--- src/rtl/ysyx_25040118_pkg.sv ---
`default_nettype none
// ============================================================================
//  Module      : ysyx_25040118_pkg
//  Description : Shared constants and types for the ysyx_25040118 core slice.
//  Revision    : 1.0 - initial release
// ============================================================================
package ysyx_25040118_pkg;

    typedef enum logic [1:0] {
        IFU_REQ  = 2'd0,
        IFU_WAIT = 2'd1,
        IFU_HOLD = 2'd2
    } ifu_state_e;

    localparam logic [31:0] RESET_PC_DEFAULT = 32'h8000_0000;

    // Retiring this encoding raises the IFU halt input.
    localparam logic [31:0] EBREAK_INST = 32'h0010_0073;

endpackage : ysyx_25040118_pkg
`default_nettype wire

--- src/rtl/ysyx_25040118_ifu_if.sv ---
`default_nettype none
// ============================================================================
//  Module      : ysyx_25040118_ifu_if
//  Description : Instruction-memory read bus (request/response) between the
//                IFU (master) and the instruction memory (slave).
//  Revision    : 1.0 - initial release
// ============================================================================
interface ysyx_25040118_ifu_if #(
    parameter int XLEN = 32
);
    logic            req_valid;
    logic            req_ready;
    logic [XLEN-1:0] req_addr;
    logic            resp_valid;
    logic [XLEN-1:0] resp_data;

    modport master (
        output req_valid,
        output req_addr,
        input  req_ready,
        input  resp_valid,
        input  resp_data
    );

    modport slave (
        input  req_valid,
        input  req_addr,
        output req_ready,
        output resp_valid,
        output resp_data
    );

endinterface : ysyx_25040118_ifu_if
`default_nettype wire

--- src/rtl/ysyx_25040118_ifu.sv ---
`default_nettype none
// ============================================================================
//  Module      : ysyx_25040118_ifu
//  Description : Instruction fetch unit; one fetch in flight, REQ/WAIT/HOLD FSM.
//  Revision    : 1.0 - initial release
// ============================================================================
module ysyx_25040118_ifu
    import ysyx_25040118_pkg::*;
#(
    parameter int              XLEN     = 32,
    parameter logic [XLEN-1:0] RESET_PC = RESET_PC_DEFAULT
) (
    input  wire logic                     clk,
    input  wire logic                     rst,
    ysyx_25040118_ifu_if.master           imem,
    output logic                          inst_valid,
    input  wire logic                     inst_ready,
    output logic [XLEN-1:0]               inst,
    output logic [XLEN-1:0]               inst_pc,
    input  wire logic                     redirect_valid,
    input  wire logic [XLEN-1:0]          redirect_pc,
    input  wire logic                     halt,
    output logic                          halted
);

    ifu_state_e      state_q, state_d;
    logic [XLEN-1:0] pc_q, pc_d;
    logic [XLEN-1:0] req_pc_q, req_pc_d;
    logic [XLEN-1:0] inst_q, inst_d;
    logic [XLEN-1:0] inst_pc_q, inst_pc_d;
    logic            drop_q, drop_d;
    logic            halt_q, halt_d;
    logic            req_valid_q, req_valid_d;
    logic            inst_valid_q, inst_valid_d;
    logic            halted_q, halted_d;
    logic            req_fire;

    assign req_fire = req_valid_q && imem.req_ready;

    always_comb begin
        state_d   = state_q;
        pc_d      = pc_q;
        req_pc_d  = req_pc_q;
        inst_d    = inst_q;
        inst_pc_d = inst_pc_q;
        drop_d    = drop_q;
        halt_d    = halt_q | halt;

        unique case (state_q)
            IFU_REQ: begin
                if (req_fire) begin
                    req_pc_d = pc_q;
                    state_d  = IFU_WAIT;
                end
            end
            IFU_WAIT: begin
                if (imem.resp_valid) begin
                    if (drop_q) begin
                        drop_d  = 1'b0;
                        state_d = IFU_REQ;
                    end else begin
                        inst_d    = imem.resp_data;
                        inst_pc_d = req_pc_q;
                        pc_d      = req_pc_q + XLEN'(4);
                        state_d   = IFU_HOLD;
                    end
                end
            end
            IFU_HOLD: begin
                if (inst_ready) begin
                    state_d = IFU_REQ;
                end
            end
            default: begin
                state_d = IFU_REQ;
            end
        endcase

        // A redirect overrides everything above; a word already in flight is
        // marked for discard so its late response cannot be delivered.
        if (redirect_valid) begin
            pc_d      = {redirect_pc[XLEN-1:2], 2'b00};
            inst_d    = inst_q;
            inst_pc_d = inst_pc_q;
            unique case (state_q)
                IFU_WAIT: begin
                    if (imem.resp_valid) begin
                        drop_d  = 1'b0;
                        state_d = IFU_REQ;
                    end else begin
                        drop_d  = 1'b1;
                        state_d = IFU_WAIT;
                    end
                end
                IFU_REQ: begin
                    if (req_fire) begin
                        drop_d  = 1'b1;
                        state_d = IFU_WAIT;
                    end else begin
                        state_d = IFU_REQ;
                    end
                end
                default: begin
                    state_d = IFU_REQ;
                end
            endcase
        end

        req_valid_d  = (state_d == IFU_REQ) && !halt_d;
        inst_valid_d = (state_d == IFU_HOLD);
        halted_d     = (state_d == IFU_REQ) && halt_d;
    end

    always_ff @(posedge clk or posedge rst) begin
        if (rst) begin
            state_q      <= IFU_REQ;
            pc_q         <= RESET_PC;
            req_pc_q     <= '0;
            inst_q       <= '0;
            inst_pc_q    <= '0;
            drop_q       <= 1'b0;
            halt_q       <= 1'b0;
            req_valid_q  <= 1'b0;
            inst_valid_q <= 1'b0;
            halted_q     <= 1'b0;
        end else begin
            state_q      <= state_d;
            pc_q         <= pc_d;
            req_pc_q     <= req_pc_d;
            inst_q       <= inst_d;
            inst_pc_q    <= inst_pc_d;
            drop_q       <= drop_d;
            halt_q       <= halt_d;
            req_valid_q  <= req_valid_d;
            inst_valid_q <= inst_valid_d;
            halted_q     <= halted_d;
        end
    end

    assign imem.req_valid = req_valid_q;
    assign imem.req_addr  = {pc_q[XLEN-1:2], 2'b00};
    assign inst_valid     = inst_valid_q;
    assign inst           = inst_q;
    assign inst_pc        = inst_pc_q;
    assign halted         = halted_q;

endmodule : ysyx_25040118_ifu
`default_nettype wire
--- src/flat_wrapper.sv ---
// flat-port wrapper written by rule: the top's interface ports become plain ports
module ysyx_25040118_ifu_flat import ysyx_25040118_pkg::*;
#(
    parameter int              XLEN     = 32,
    parameter logic [XLEN-1:0] RESET_PC = RESET_PC_DEFAULT
)
  (clk, rst, inst_valid, inst_ready, inst, inst_pc, redirect_valid, redirect_pc, halt, halted, imem_req_valid, imem_req_addr, imem_req_ready, imem_resp_valid, imem_resp_data);
  ysyx_25040118_ifu_if #(.XLEN(XLEN)) imem_i ();
  input  wire logic clk;
  input  wire logic rst;
  output logic inst_valid;
  input  wire logic inst_ready;
  output logic [XLEN-1:0] inst;
  output logic [XLEN-1:0] inst_pc;
  input  wire logic redirect_valid;
  input  wire logic [XLEN-1:0] redirect_pc;
  input  wire logic halt;
  output logic halted;
  output wire logic [$bits(imem_i.req_valid)-1:0] imem_req_valid;
  output wire logic [$bits(imem_i.req_addr)-1:0] imem_req_addr;
  input wire logic [$bits(imem_i.req_ready)-1:0] imem_req_ready;
  input wire logic [$bits(imem_i.resp_valid)-1:0] imem_resp_valid;
  input wire logic [$bits(imem_i.resp_data)-1:0] imem_resp_data;
  assign imem_req_valid = imem_i.req_valid;
  assign imem_req_addr = imem_i.req_addr;
  assign imem_i.req_ready = imem_req_ready;
  assign imem_i.resp_valid = imem_resp_valid;
  assign imem_i.resp_data = imem_resp_data;
  ysyx_25040118_ifu #(.XLEN(XLEN), .RESET_PC(RESET_PC)) u_core (.clk(clk), .rst(rst), .imem(imem_i), .inst_valid(inst_valid), .inst_ready(inst_ready), .inst(inst), .inst_pc(inst_pc), .redirect_valid(redirect_valid), .redirect_pc(redirect_pc), .halt(halt), .halted(halted));
endmodule
--- config.mk ---
export PLATFORM = sky130hd
export DESIGN_NAME = ysyx_25040118_ifu_flat
export DESIGN_NICKNAME = d
export VERILOG_FILES = /design/src/rtl/ysyx_25040118_pkg.sv /design/src/rtl/ysyx_25040118_ifu_if.sv /design/src/rtl/ysyx_25040118_ifu.sv /design/src/flat_wrapper.sv
export SDC_FILE = /design/constraint.sdc
export NUM_CORES = 1
export LEC_CHECK = 0
export BUFFER_PORTS_ARGS = -buffer_cell sky130_fd_sc_hd__buf_2
export CAP_MARGIN = 20
export CORE_MARGIN = 5
export CORE_UTILIZATION = 40
export CTS_BUF_LIST = sky130_fd_sc_hd__clkbuf_2
export DETAILED_ROUTE_END_ITERATION = 7
export PLACE_DENSITY = 0.66
export SKIP_LAST_GASP = 1
export SYNTH_ARGS = -nofsm -noshare
export SYNTH_HDL_FRONTEND = slang
export SYNTH_SLANG_ARGS = --single-unit
--- constraint.sdc ---
create_clock -name clk -period 4.5 [get_ports clk]
set_input_delay 0.9 -clock clk [delete_from_list [all_inputs] [get_ports clk]]
set_output_delay 0.9 -clock clk [all_outputs]
set_load 0.05 [all_outputs]
## Word-level counts from Yosys, hierarchy flattened

Index checks and enable logic that the tools add are counted.

- Output and inout bits: 99
- Register bits: 135
- Logic and storage cells: 48
- Bits of input ports: 71

- Reduce and logical (&&, ||, !) cells: 11
- Equal/unequal tests: 4
- Muxes and demuxes: 19
- Add/subtract/negate cells: 1
- Bitwise operators: 3

Operator list:

| operator | count |
|---|---|
| 2-to-1 mux 32 bit | 4 |
| adder 32 x 3 -> 32 bit (second input constant) | 1 |
| 2-to-1 mux 2 bit | 5 |
| 2-to-1 mux 1 bit | 7 |
| one-hot mux 2 bit (3 select lines) | 1 |
| equality test 2 bit (second input constant) | 2 |
| logical NOT 2 bit | 2 |
| one-hot mux 2 bit (2 select lines) | 1 |
| AND reduction 4 bit | 1 |
| nonzero test 2 bit | 2 |
| logical AND 1 bit | 3 |
| AND reduction 3 bit | 1 |
| equality test 2 x 1 -> 1 bit (second input constant) | 1 |
| inequality test 2 bit (second input constant) | 1 |
| inverter 1 bit | 2 |
| one-hot mux 1 bit (2 select lines) | 1 |
| AND reduction 2 bit | 1 |
| logical NOT 1 bit | 1 |
| OR 1 bit | 1 |

## Logic depth before layout (Yosys ltp)

- Depth after elaboration: 6
- Gate-level depth with buffers: 7
- Depth with buffers taken out: 6

## Worst setup path before layout

Ideal clock, no wire load.

- Path type: input to register
- Start point: input port imem_req_ready
- End point: register u_core.req_pc_q[10]
- Setup time: 0.125 ns
- Stages on the path: 4
- Required time: 4.375 ns
- Buffers on the path: 1
- Slack: 2.122 ns
- Arrival time: 2.253 ns
- Cell sequence: nand2_1 > nor3_1 > clkbuf_1 > mux2_2

- Cells in the longest elaborated chain, start to end: 2

RTL lines:

| what | line | RTL |
|---|---|---|
| start: declaration | flat_wrapper.sv:21 | `input wire logic [$bits(imem_i.req_ready)-1:0] imem_req_ready;` |
| logical AND 1 bit | ysyx_25040118_ifu.sv:38 | `assign req_fire = req_valid_q && imem.req_ready;` |
| AND reduction 2 bit (no line) | -- |  |
| end signal: assignment | ysyx_25040118_ifu.sv:129 | `req_pc_q <= req_pc_d;` |
| end: declaration | ysyx_25040118_ifu.sv:28 | `logic [XLEN-1:0] req_pc_q, req_pc_d;` |

Every way passes these cells.
A chain may end at the register's enable or synchronous reset.

## Worst setup path in the final report

- Start point: register u_core.req_pc_q[2]
- End point: register u_core.pc_q[22]

- Cells in the longest elaborated chain, start to end: 5

RTL lines:

| what | line | RTL |
|---|---|---|
| adder 32 x 3 -> 32 bit | ysyx_25040118_ifu.sv:64 | `pc_d = req_pc_q + XLEN'(4);` |
| 2-to-1 mux 32 bit | ysyx_25040118_ifu.sv:58 | `if (drop_q) begin` |
| 2-to-1 mux 32 bit | ysyx_25040118_ifu.sv:57 | `if (imem.resp_valid) begin` |
| 2-to-1 mux 32 bit | ysyx_25040118_ifu.sv:49 | `unique case (state_q)` |
| 2-to-1 mux 32 bit | ysyx_25040118_ifu.sv:81 | `if (redirect_valid) begin` |
| end signal: assignment | ysyx_25040118_ifu.sv:128 | `pc_q <= pc_d;` |
| end: declaration | ysyx_25040118_ifu.sv:27 | `logic [XLEN-1:0] pc_q, pc_d;` |

Every way passes these cells. The select of a mux whose other input is x is not followed.

==> results.md <==
* Status: finished clean
* Cell types with the highest counts after synthesis: 229 x sky130_fd_sc_hd__nand2_1, 134 x sky130_fd_sc_hd__dfrtp_1, 32 x sky130_fd_sc_hd__buf_4
* Reported net switching power at 0.000800 W
* Area growth from synthesis to layout at 17.2%
* Clock power share at 29.9%
* Synthesized flop and latch total at 135
* Clock latency on the worst-skew pair at 680 ps
* CP required at 5080 ps
* Slew at the pin closest to its max-slew limit at 926 ps
* Vias per cell at 4.93
* Critical-path cell list: ha_1 -> nand4_1 -> or4_1 -> nor3_1 -> mux2i_1 -> a211o_1
* Power per Cell Area at 347 nW/um^2
* CTS Hold Bufs at 0
* Final TNS setup at 0 ps
* Utilization after layout at 47.5%
* Share of post-route cells with drive strength above 1 at 31.8%
* P_leak at 3.83 nW
* Global-route wire length before repair at 24.6 mm
* Area contributors post-synth: sky130_fd_sc_hd__dfrtp_1 55%, sky130_fd_sc_hd__nand2_1 14%, sky130_fd_sc_hd__mux2_2 5.5%, sky130_fd_sc_hd__buf_4 3.9%, sky130_fd_sc_hd__clkbuf_1 1.9%
* Total wirelength of the detailed-routed design at 15.4 mm
* Max Clk Rate at 410 MHz
* Kind of path behind the tightest hold check: input pin to asynchronous set/reset pin
* Instance count after placement with tap cells included at 939
* Number of H-tree branching levels at 4
* Top FF cell, synth: sky130_fd_sc_hd__dfrtp_1
* GRT Util Overall at 17.2%
* RePlAce Congestion at 0.730
* Number of buffers inserted by post-CTS setup repair at 0
* Number of top-level design ports at 170
* CTS resizes at 0
* 1st-iter DRT viols at 246
* Count of final hold-check violations at 0
* Effective utilization at floorplan at 40.5%
* Root Driver: sky130_fd_sc_hd__clkbuf_2
* Total chip power at 0.00250 W
* Largest net degree at the start of global routing at 75
* Share of flip-flops with an asynchronous set or reset at 100%
* Number of standard-cell rows in the floorplan at 45
* Clock period minus worst slack at 2440 ps
* P_int at 0.00170 W
* Cell with the most instances after synthesis: sky130_fd_sc_hd__nand2_1
* Worst vdd ir at 132 uV
* Setup crit start kind: flop
* CP max FO at 6
* Switching Share at 32.0%
* Die ar. at 17,900 sq um
* Library cell with the largest summed area after synthesis: sky130_fd_sc_hd__dfrtp_1
* Worst setup path category: flop to flop
* TritonCTS clock tree: done
* Via count of the first global-routing pass at 4,720
* Number of port buffers at 165
* Sequential fraction of design power at 54.0%
* Unrepaired setup endpoints after global routing: false
* Number of clock buffers inserted by TritonCTS at 17
* Floorplan die width at 134 um
* Endpoint class of the critical path: flop
* Portion of total power attributed to combinational logic at 16.1%
* Top cell family by delay on the critical path: simple AND/OR/NAND/NOR gates
* Number of remaining DRC errors at 0
* Number of distinct standard cells referenced by the synthesized netlist at 44
* Final cell count without fillers at 973
* Final number of max-transition violations at 0
* Worst endpoint data arrival time at 3020 ps
* Post-route ant nets at 0
* Max incr delay on CP at 620 ps
* DR pass1 iterations at 5
* Total buffers and inverters traversed by the critical path at 0
* Maximum clock skew at final layout at 25.7 ps
* Finish-stage setup viols at 0
* Worst hold slack at 297 ps
* Vias post-DR at 4,796
* Synth top area share at 54.7%
* Number of warnings issued by yosys at 0
* Net count of the finished layout at 843
* Cell Area, Synth at 6130 sq um
* Slew headroom at 38.1%
* Clock transition at the registers of the reported paths at 190 ps
* Number of enable-type register cells in the synthesized netlist at 0
* Std-Cell Core Area at 15,100 sq um
* Maximum root-to-sink buffer count at 2
* WL/cell at 15.8 um
* Sequential-to-total area share from yosys stat at 55.1%
* Number of antenna violations at the first check in global routing at 1
* Remaining global-route overflow at 0
* Final critical-path share of the clock period at 54.3%
* Post-detailed-placement half-perimeter wirelength at 10.5 mm
* Instance count of the mapped netlist at 642
* Average instance area after synthesis at 9.56 sq um
* Number of max-capacitance violations reported at 0
* Die height at 134 um
* Slowest cell on crit path: sky130_fd_sc_hd__or4_1
* Clock sinks at 135
layout by cell type (no fill, tap or decap), types with 3 or more instances in the layout:
cell type,instances
sky130_fd_sc_hd__a21o_1,4
sky130_fd_sc_hd__a21oi_1,17
sky130_fd_sc_hd__a311oi_1,4
sky130_fd_sc_hd__and3_1,3
sky130_fd_sc_hd__and4_1,3
sky130_fd_sc_hd__buf_2,165
sky130_fd_sc_hd__buf_4,9
sky130_fd_sc_hd__bufinv_16,3
sky130_fd_sc_hd__clkbuf_2,17
sky130_fd_sc_hd__clkinv_2,5
sky130_fd_sc_hd__clkinvlp_4,5
sky130_fd_sc_hd__dfrtp_1,134
sky130_fd_sc_hd__inv_1,3
sky130_fd_sc_hd__mux2_2,30
sky130_fd_sc_hd__mux2i_1,6
sky130_fd_sc_hd__nand2_1,229
sky130_fd_sc_hd__nand3_1,10
sky130_fd_sc_hd__nand4_1,9
sky130_fd_sc_hd__nor2_1,19
sky130_fd_sc_hd__nor3_1,3
sky130_fd_sc_hd__nor3b_1,8
sky130_fd_sc_hd__nor4_1,6
sky130_fd_sc_hd__o21ai_0,23
sky130_fd_sc_hd__o221ai_1,8
sky130_fd_sc_hd__o31ai_1,3
sky130_fd_sc_hd__or2_2,4
sky130_fd_sc_hd__or3_1,7
sky130_fd_sc_hd__or4_1,4
sky130_fd_sc_hd__xnor2_1,13
sky130_fd_sc_hd__xor2_1,5
final timing paths:
path | from | end | slack (ps) | cells after the start
max | u_core.req_pc_q[2] | u_core.pc_q[22] | 2060 | 6
min in group clk | imem_resp_data[19] | u_core.inst[19] | 400 | 3
min reg2reg | u_core.halt_q | u_core.halt_q | 480 | 1
min | rst | u_core.inst_pc[2] | 300 | 2
max in group asynchronous | rst | u_core.req_pc_q[24] | 3340 | 3
max reg2reg | u_core.req_pc_q[2] | u_core.pc_q[22] | 2060 | 6
worst register-to-register path: stages, from the launching register on:
cell,delay [ps]
sky130_fd_sc_hd__dfrtp_1,490
sky130_fd_sc_hd__ha_1,270
sky130_fd_sc_hd__nand4_1,320
sky130_fd_sc_hd__or4_1,620
sky130_fd_sc_hd__nor3_1,310
sky130_fd_sc_hd__mux2i_1,120
sky130_fd_sc_hd__a211o_1,230
state kept, by name, indices dropped and copies added, names as in the netlist:
register,cells
u_core.inst_pc,32
u_core.req_pc_q,32
u_core.drop_q,1
u_core.halted,1
u_core.halt_q,1
u_core.pc_q,32
u_core.inst,32
u_core.imem.req_valid,1
u_core.inst_valid,1
u_core.state_q,2
power groups by stage:
stage | clock network (W) | registers, W | logic [W]
floorplan | 0 | 0.00144 | 0.000249
detailed placement | 0 | 0.00137 | 0.000408
finish | 0.000746 | 0.00135 | 0.000402
CTS | 0.000778 | 0.00135 | 0.000409
global route | 0.000823 | 0.00136 | 0.000432
global placement | 0 | 0.00137 | 0.000404
kinds of logic (layout without fill, tap and decap cells):
kind of cell    Yosys count  count (layout)  share of synthesized area, %
flops                   135             135                          55.1
other cells               1               3                        0.0611
mux                      36              36                          6.49
simple gates            316             316                          22.6
compound gates           64              64                          6.53
buf+inv                  71             212                          6.47
fa+ha+maj                 1               1                         0.204
xor+xnor                 18              18                          2.57
routing by layer:
layer	global-route usage (%)	up-vias	wire length, um
li1	-	2361	-
met1	23.0	2306	7080
met2	27.5	110	7340
met3	4.05	19	728
met4	5.71	0	269
met5	0	-	0
area by class of cell:
| type | instances | area (sq um) |
|---|---|---|
| Sequential cell | 135 | 3380 |
| Clock buffer | 17 | 85.1 |
| Antenna cell | 1 | 2.50 |
| Multi-Input combinational cell | 437 | 2380 |
| Timing Repair Buffer | 176 | 925 |
| Fill cell | 1490 | 7960 |
| Tap cell | 188 | 235 |
| Clock inverter | 15 | 161 |
| Inverter | 4 | 18.8 |
through the flow:
| step | worst slack, ps | cell area [sq um] |
|---|---|---|
| finish | 2060 | 7190 |
| detailed placement | 1660 | 6930 |
| global route | 1950 | 7190 |
| floorplan | 1920 | 6140 |
| CTS | 1980 | 7170 |
| global placement | 1710 | 6930 |
(Power assumes the default switching activity.)
